<file path="config.mk">
export PLATFORM = sky130hd
export DESIGN_NAME = memory_stage
export DESIGN_NICKNAME = d
export VERILOG_FILES = /design/src/rtl/memory_stage_pkg.sv /design/src/rtl/memory_stage.sv
export SDC_FILE = /design/constraint.sdc
export NUM_CORES = 1
export LEC_CHECK = 0
export ABC_AREA = 0
export CAP_MARGIN = 20
export CORE_MARGIN = 1
export CORE_UTILIZATION = 41
export DETAILED_ROUTE_END_ITERATION = 10
export PLACE_DENSITY = 0.82
export SYNTH_ARGS = -nofsm -noshare
export SYNTH_HDL_FRONTEND = slang
export SYNTH_SLANG_ARGS = --single-unit
</file>
<file path="constraint.sdc">
create_clock -name CLK -period 4.3 [get_ports CLK]
set_input_delay 0.43 -clock CLK [delete_from_list [all_inputs] [get_ports CLK]]
set_output_delay 0.43 -clock CLK [all_outputs]
set_load 0.1 [all_outputs]
</file>
<file path="src/rtl/memory_stage_pkg.sv">
// Shared CPU types for the memory stage: controller states and WB source select.
package memory_stage_pkg;

   typedef enum logic [1:0] {
      IDLE   = 2'd0,
      ACCESS = 2'd1,
      HALTED = 2'd2
   } mem_state_t;

   typedef enum logic [1:0] {
      WS_ALU     = 2'd0,
      WS_LOAD    = 2'd1,
      WS_PC      = 2'd2,
      WS_ALU_ALT = 2'd3
   } write_sig_t;

endpackage

</file>
<file path="src/rtl/memory_stage.sv">
// MEM stage: issues one registered cache request per memory op and owns the MEM/WB register.
module memory_stage
   import memory_stage_pkg::*;
#(
   parameter int unsigned WORD_W = 32,
   parameter int unsigned RSEL_W = 5
) (
   input  logic              CLK,
   input  logic              RST,
   input  logic              flush,
   input  logic [WORD_W-1:0] aluout_i,
   input  logic [WORD_W-1:0] wdat_i,
   input  logic              dREN_i,
   input  logic              dWEN_i,
   input  logic              WEN_i,
   input  logic [RSEL_W-1:0] wsel_i,
   input  logic [1:0]        write_sig_i,
   input  logic [WORD_W-1:0] pcaddr_i,
   input  logic              halt_i,
   output logic              dmemREN,
   output logic              dmemWEN,
   output logic [WORD_W-1:0] dmemaddr,
   output logic [WORD_W-1:0] dmemstore,
   input  logic              dhit,
   input  logic [WORD_W-1:0] dmemload,
   output logic              mem_stall,
   output logic [WORD_W-1:0] wb_dat_o,
   output logic [RSEL_W-1:0] wb_wsel_o,
   output logic              wb_WEN_o,
   output logic              wb_halt_o
);

   mem_state_t        state;
   logic [WORD_W-1:0] wb_result;
   logic              mem_op;

   assign mem_op = dREN_i | dWEN_i;

   always_comb begin
      wb_result = aluout_i;
      case (write_sig_t'(write_sig_i))
         WS_LOAD: wb_result = dmemload;
         WS_PC:   wb_result = pcaddr_i;
         default: wb_result = aluout_i;
      endcase
   end

   // Halt and flush take precedence over a memory op in IDLE, so neither stalls.
   always_comb begin
      mem_stall = 1'b0;
      case (state)
         IDLE:    mem_stall = mem_op & ~halt_i & ~flush;
         ACCESS:  mem_stall = ~dhit;
         default: mem_stall = 1'b0;
      endcase
   end

   always_ff @(posedge CLK or posedge RST) begin
      if (RST) begin
         state     <= IDLE;
         dmemREN   <= 1'b0;
         dmemWEN   <= 1'b0;
         dmemaddr  <= '0;
         dmemstore <= '0;
         wb_dat_o  <= '0;
         wb_wsel_o <= '0;
         wb_WEN_o  <= 1'b0;
         wb_halt_o <= 1'b0;
      end else begin
         case (state)
            IDLE: begin
               if (halt_i) begin
                  wb_halt_o <= 1'b1;
                  wb_WEN_o  <= 1'b0;
                  state     <= HALTED;
               end else if (flush) begin
                  wb_dat_o  <= '0;
                  wb_wsel_o <= '0;
                  wb_WEN_o  <= 1'b0;
                  wb_halt_o <= 1'b0;
               end else if (mem_op) begin
                  dmemaddr  <= aluout_i;
                  dmemstore <= wdat_i;
                  dmemWEN   <= dWEN_i;
                  dmemREN   <= dREN_i & ~dWEN_i;
                  state     <= ACCESS;
               end else begin
                  wb_dat_o  <= wb_result;
                  wb_wsel_o <= wsel_i;
                  wb_WEN_o  <= WEN_i;
                  wb_halt_o <= 1'b0;
               end
            end
            ACCESS: begin
               if (dhit) begin
                  wb_dat_o  <= wb_result;
                  wb_wsel_o <= wsel_i;
                  wb_WEN_o  <= WEN_i;
                  wb_halt_o <= 1'b0;
                  dmemREN   <= 1'b0;
                  dmemWEN   <= 1'b0;
                  state     <= IDLE;
               end
            end
            HALTED: state <= HALTED;
            default: state <= IDLE;
         endcase
      end
   end

endmodule

</file>
---- Word level (Yosys, flattened, before mapping) ----
Cells that the tools add are included.
word-level totals
  logic and storage cells ................. 71
  register bits ........................... 107
  memories kept ........................... 0
  memory bits (writable) .................. 0
  latch bits .............................. 0
  memory bits (read-only) ................. 0
  input bits .............................. 143
  output and inout port bits .............. 106
cells by class
  equal/unequal tests ..................... 12
  divide/modulo/power cells ............... 0
  bitwise operators ....................... 8
  order comparisons ....................... 0
  $add $sub $neg .......................... 0
  reductions and logical operators ........ 7
  multipliers ............................. 0
  shift operators ......................... 0
  multiplexer cells ....................... 35
operators by type and width
  cell                count
  $mux 32             4
  $pmux 32 s2         2
  $mux 5              4
  $mux 1              14
  $pmux 1 s2          5
  $pmux 5 s2          1
  $ne 3x3->1 const B  3
  $mux 2              4
  $ne 2x2->1 const B  4
  $reduce_and 4->1    2
  $pmux 2 s3          1
  $reduce_and 3->1    2
  $reduce_and 5->1    1
  $eq 2x1->1 const B  2
  $eq 2x2->1 const B  2
  $ne 4x4->1 const B  1
  $not 1->1           4
  $and 1x1->1         3
  $logic_not 2->1     1
  $reduce_bool 2->1   1
  $or 1x1->1          1

---- Logic depth before layout (Yosys ltp) ----
  depth in word-level cells ............... 6
  mapped depth ............................ 7
  gate-level depth less buffers ........... 5

---- Worst setup path after synthesis ----
No wires, ideal clock.
  path type ............................... flip-flop to output port
  start ................................... reg state[0]
  end ..................................... out mem_stall
  data arrival time ....................... 2861 ps
  buffers on the path ..................... 2
  data required time ...................... 3870 ps
  slack ................................... 1009 ps
  stages on the path, launching flop included .. 5
  path through ............................ dfrtp_1 -> buf_2 -> nand2b_1 -> clkbuf_1 -> o21ai_0
between the ends
  longest elaborated chain between the ends .. 2
  elaborated cells on any way between the ends .. 3
  classes of those cells .................. eq/ne (1); mux (1); reduce/logical (1)
ends and longest elaborated chain
  item                                           RTL line            source
  from (decl)                                    memory_stage.sv:33  mem_state_t state;
  from (signal assigned)                         memory_stage.sv:60  state <= IDLE;
  from (signal assigned)                         memory_stage.sv:75  state <= HALTED;
  from (signal assigned)                         memory_stage.sv:86  state <= ACCESS;
  $eq 2x1->1 or $logic_not 2->1 (tied branches)  memory_stage.sv:51  case (state)
  $pmux 1 s2 (*)                                 memory_stage.sv:51
  to (decl)                                      memory_stage.sv:26  output logic mem_stall,
Every way passes the cells marked *; elsewhere a longest branch is shown, timed or not.

---- Worst setup path in the final report ----
  start ................................... in dWEN_i
  end ..................................... out mem_stall
between the ends
  longest elaborated chain between the ends .. 4
ends and longest elaborated chain
  item                      RTL line            source
  from (decl)               memory_stage.sv:14  input logic dWEN_i,
  $or 1x1->1                memory_stage.sv:37  assign mem_op = dREN_i | dWEN_i;
  $and 1x1->1 (2 in a row)  memory_stage.sv:52  IDLE: mem_stall = mem_op & ~halt_i & ~flush;
  $pmux 1 s2                memory_stage.sv:51
No other way between the ends.

==> run summary <==
Status -> finished, violations left
Violated checks -> DRC
Worst setup path class -> primary input to output port
Placement Cell Area -> 7495 um^2
Seq/Total Area, Yosys -> 0.5377
Pint -> 2.315 mW
Gate power share -> 0.537
Layout cells sized above 1 -> 0.2030
Cell area after layout -> 7850 um^2
Simple-Gate Fraction of Synth Area -> 0.008794
Detail Route Antenna Nets -> 0
Row count -> 39
Worst vdd ir -> 0.3444 mV
Vias -> 4067
Clock skew -> 5.980 ps
Global-route wire length before repair -> 22880 um
Multiplexer share of the synthesized area -> 0.2435
Cell Area, Synth -> 4980 um^2
Via density -> 5.430
Pre-antenna DRT Iters -> 7
Compound-Gate Fraction of Synth Area -> 0.1437
RSZ-0062 raised after global routing -> no
Die ar. -> 12590 um^2
Total number of H-tree levels -> 3
Initial Util -> 0.4288
Area of the multi-input gates -> 2007 um^2
Post-Route WL -> 14440 um
CTS Sinks -> 107
Final nets -> 747
Post-Syn Instances -> 372
Ports -> 249
Hold buffers post-CTS -> 0
Post-synth net total -> 517
Most frequent cells in the layout -> clkdlybuf4s50_1 (246), dfrtp_1 (107), mux2_2 (74)
Main combinational cell family by area after synthesis -> multiplexers
Peak Freq -> 0.3347 GHz
Flops & latches, synth -> 107
Syn. warnings -> 0
HPWL Detailed -> 10200 um
Worst skew pair latency -> 340 ps
Root Driver -> clkbuf_16
PwrDens -> 587.3 nW/um^2
Flop2flop setup slack -> 2160 ps
Max clock buf depth -> 2
Reg2reg start -> state[0]
Seq pwr share -> 0.287
Wire length per cell -> 19.28 um
Worst-path clk slew -> 70 ps
Leak -> 3.493 nW
Grt total ovfl -> 0
# setup viols final -> 0
Register Area -> 2678 um^2
Vias in the first global route -> 4453
Avg Synthesized Cell Area -> 13.39 um^2
Commonest non-fill, non-tap cell in the layout -> clkdlybuf4s50_1
Worst slew pin tran -> 1031 ps
Relative slew slack -> 0.3106
Filler instances -> 866
Capturing point of the worst reg2reg path -> wb_dat_o[12]
Final setup TNS -> 0 ps
Pin count of the biggest net entering global routing -> 87
# diodes -> 0
Post-layout min period -> 2987 ps
Core area -> 11610 um^2
Hold Slack -> 355.5 ps
Post-CTS Setup Bufs -> 0
DR iter-0 viols -> 198
Number of port buffers -> 248
Synth Area in XOR/XNOR -> 0
Die Ht -> 112.2 um
Final Wtd Congestion -> 0.8015
CTS tree -> done
Layout area overhead -> 57.64%
Critical path arrival -> 2560 ps
Final Hold Viols -> 0
Worst Path Required -> 3870 ps
CP startpoint kind -> primary input
Worst R2R Path Depth -> 3
Post-Synth Adder-Cell Area -> 0.005025
Switching power -> 2.296 mW
Net Sw Frac -> 0.4979
Num CTS Buffers -> 9
Worst hold path class -> primary input to async pin
Initial antenna violation count -> 0
Cts repair resizes -> 0
Drt drc -> 14
Max Cap Violations -> 0
Clock power share -> 0.176
Tot Pwr -> 4.611 mW
Tot GR Track Use -> 0.2318
Yosys cell types -> 26
CP endpoint kind -> output port
Die Wd -> 112.2 um
Fin crit share -> 0.6947
Worst-path maximum fanout -> 67
Final Slew Violations -> 0
## critical path: stages
cell and delay [ps]:
clkdlybuf4s50_1 470, o21bai_1 270, or4_4 860, o21ai_0 210, buf_4 300
## state kept, by name, summed over array words and instances (netlist names)
register   count
dmemaddr      32
dmemstore     32
wb_dat_o      32
wb_wsel_o      5
state          2
dmemREN        1
dmemWEN        1
wb_WEN_o       1
wb_halt_o      1
## Yosys cell counts (all sizes together)
cell | instances | area share
a21boi | 5 | 0.0075
ha | 2 | 0.0050
buf | 13 | 0.018
o21ba | 1 | 0.0020
nor2 | 3 | 0.0023
o21bai | 1 | 0.0015
or4 | 1 | 0.0015
nor4 | 1 | 0.0013
a21bo | 1 | 0.0020
inv | 37 | 0.028
mux2 | 101 | 0.24
nand2b | 3 | 0.0038
a32o | 1 | 0.0020
clkbuf | 21 | 0.016
a22oi | 1 | 0.0015
o2111ai | 1 | 0.0018
dfrtp | 107 | 0.54
a22o | 2 | 0.0035
o311ai | 1 | 0.0018
o2111a | 2 | 0.0045
a221oi | 64 | 0.11
o21ai | 3 | 0.0030
## power groups by stage
stage               clock network [mW]  logic [mW]  registers [mW]
finish                           0.811        2.48            1.32
global route                     0.870        2.53            1.35
CTS                              0.828        2.48            1.32
detailed placement                   0        2.47            1.34
global placement                     0        2.45            1.33
floorplan                            0       0.290            2.85
## routing by layer
layer	vias to the layer above	track usage	routed length (um)
li1	1863	-	-
met1	2014	0.2628	5372
met2	159	0.4232	7668
met3	31	0.04482	946
met4	0	0.1031	454
met5	-	0	0
## layout make-up
class                   instances  area share
clock buffers                   9     0.02869
clock inverters                 6    0.008607
inverters                      37     0.01801
multi-input cells             194      0.2557
flip-flops and latches        107      0.3411
well taps                     143     0.02279
repair buffers                253      0.3252
## metrics by stage
stage | util | std cells | setup WS [ps]
after floorplan | - | 372 | 1009
after global placement | 0.6453 | 731 | 1388
after detailed placement | 0.6453 | 731 | 1323
after CTS | 0.6705 | 746 | 1308
after global routing | 0.6759 | 749 | 1154
final | 0.6759 | 749 | 1313
## how the worst max path moves through the flow
| stage | endpoint | cells past startpoint | startpoint | slack, ps |
|---|---|---|---|---|
| floorplan | mem_stall | 4 | state[0] | 1010 |
| global placement | mem_stall | 6 | flush | 1390 |
| detailed placement | mem_stall | 5 | dWEN_i | 1320 |
| CTS | mem_stall | 5 | dWEN_i | 1310 |
| global route | mem_stall | 5 | dWEN_i | 1150 |
| finish | mem_stall | 5 | dWEN_i | 1310 |
## cell families after synthesis
| family | count (synthesis) |
|---|---|
| flip-flops | 107 |
| multiplexers | 101 |
| AO/OA/AOI/OAI | 83 |
| buffers and inverters | 71 |
| AND/OR/NAND/NOR | 8 |
| adder cells (fa/ha/maj) | 2 |
(Power assumes the default switching activity.)
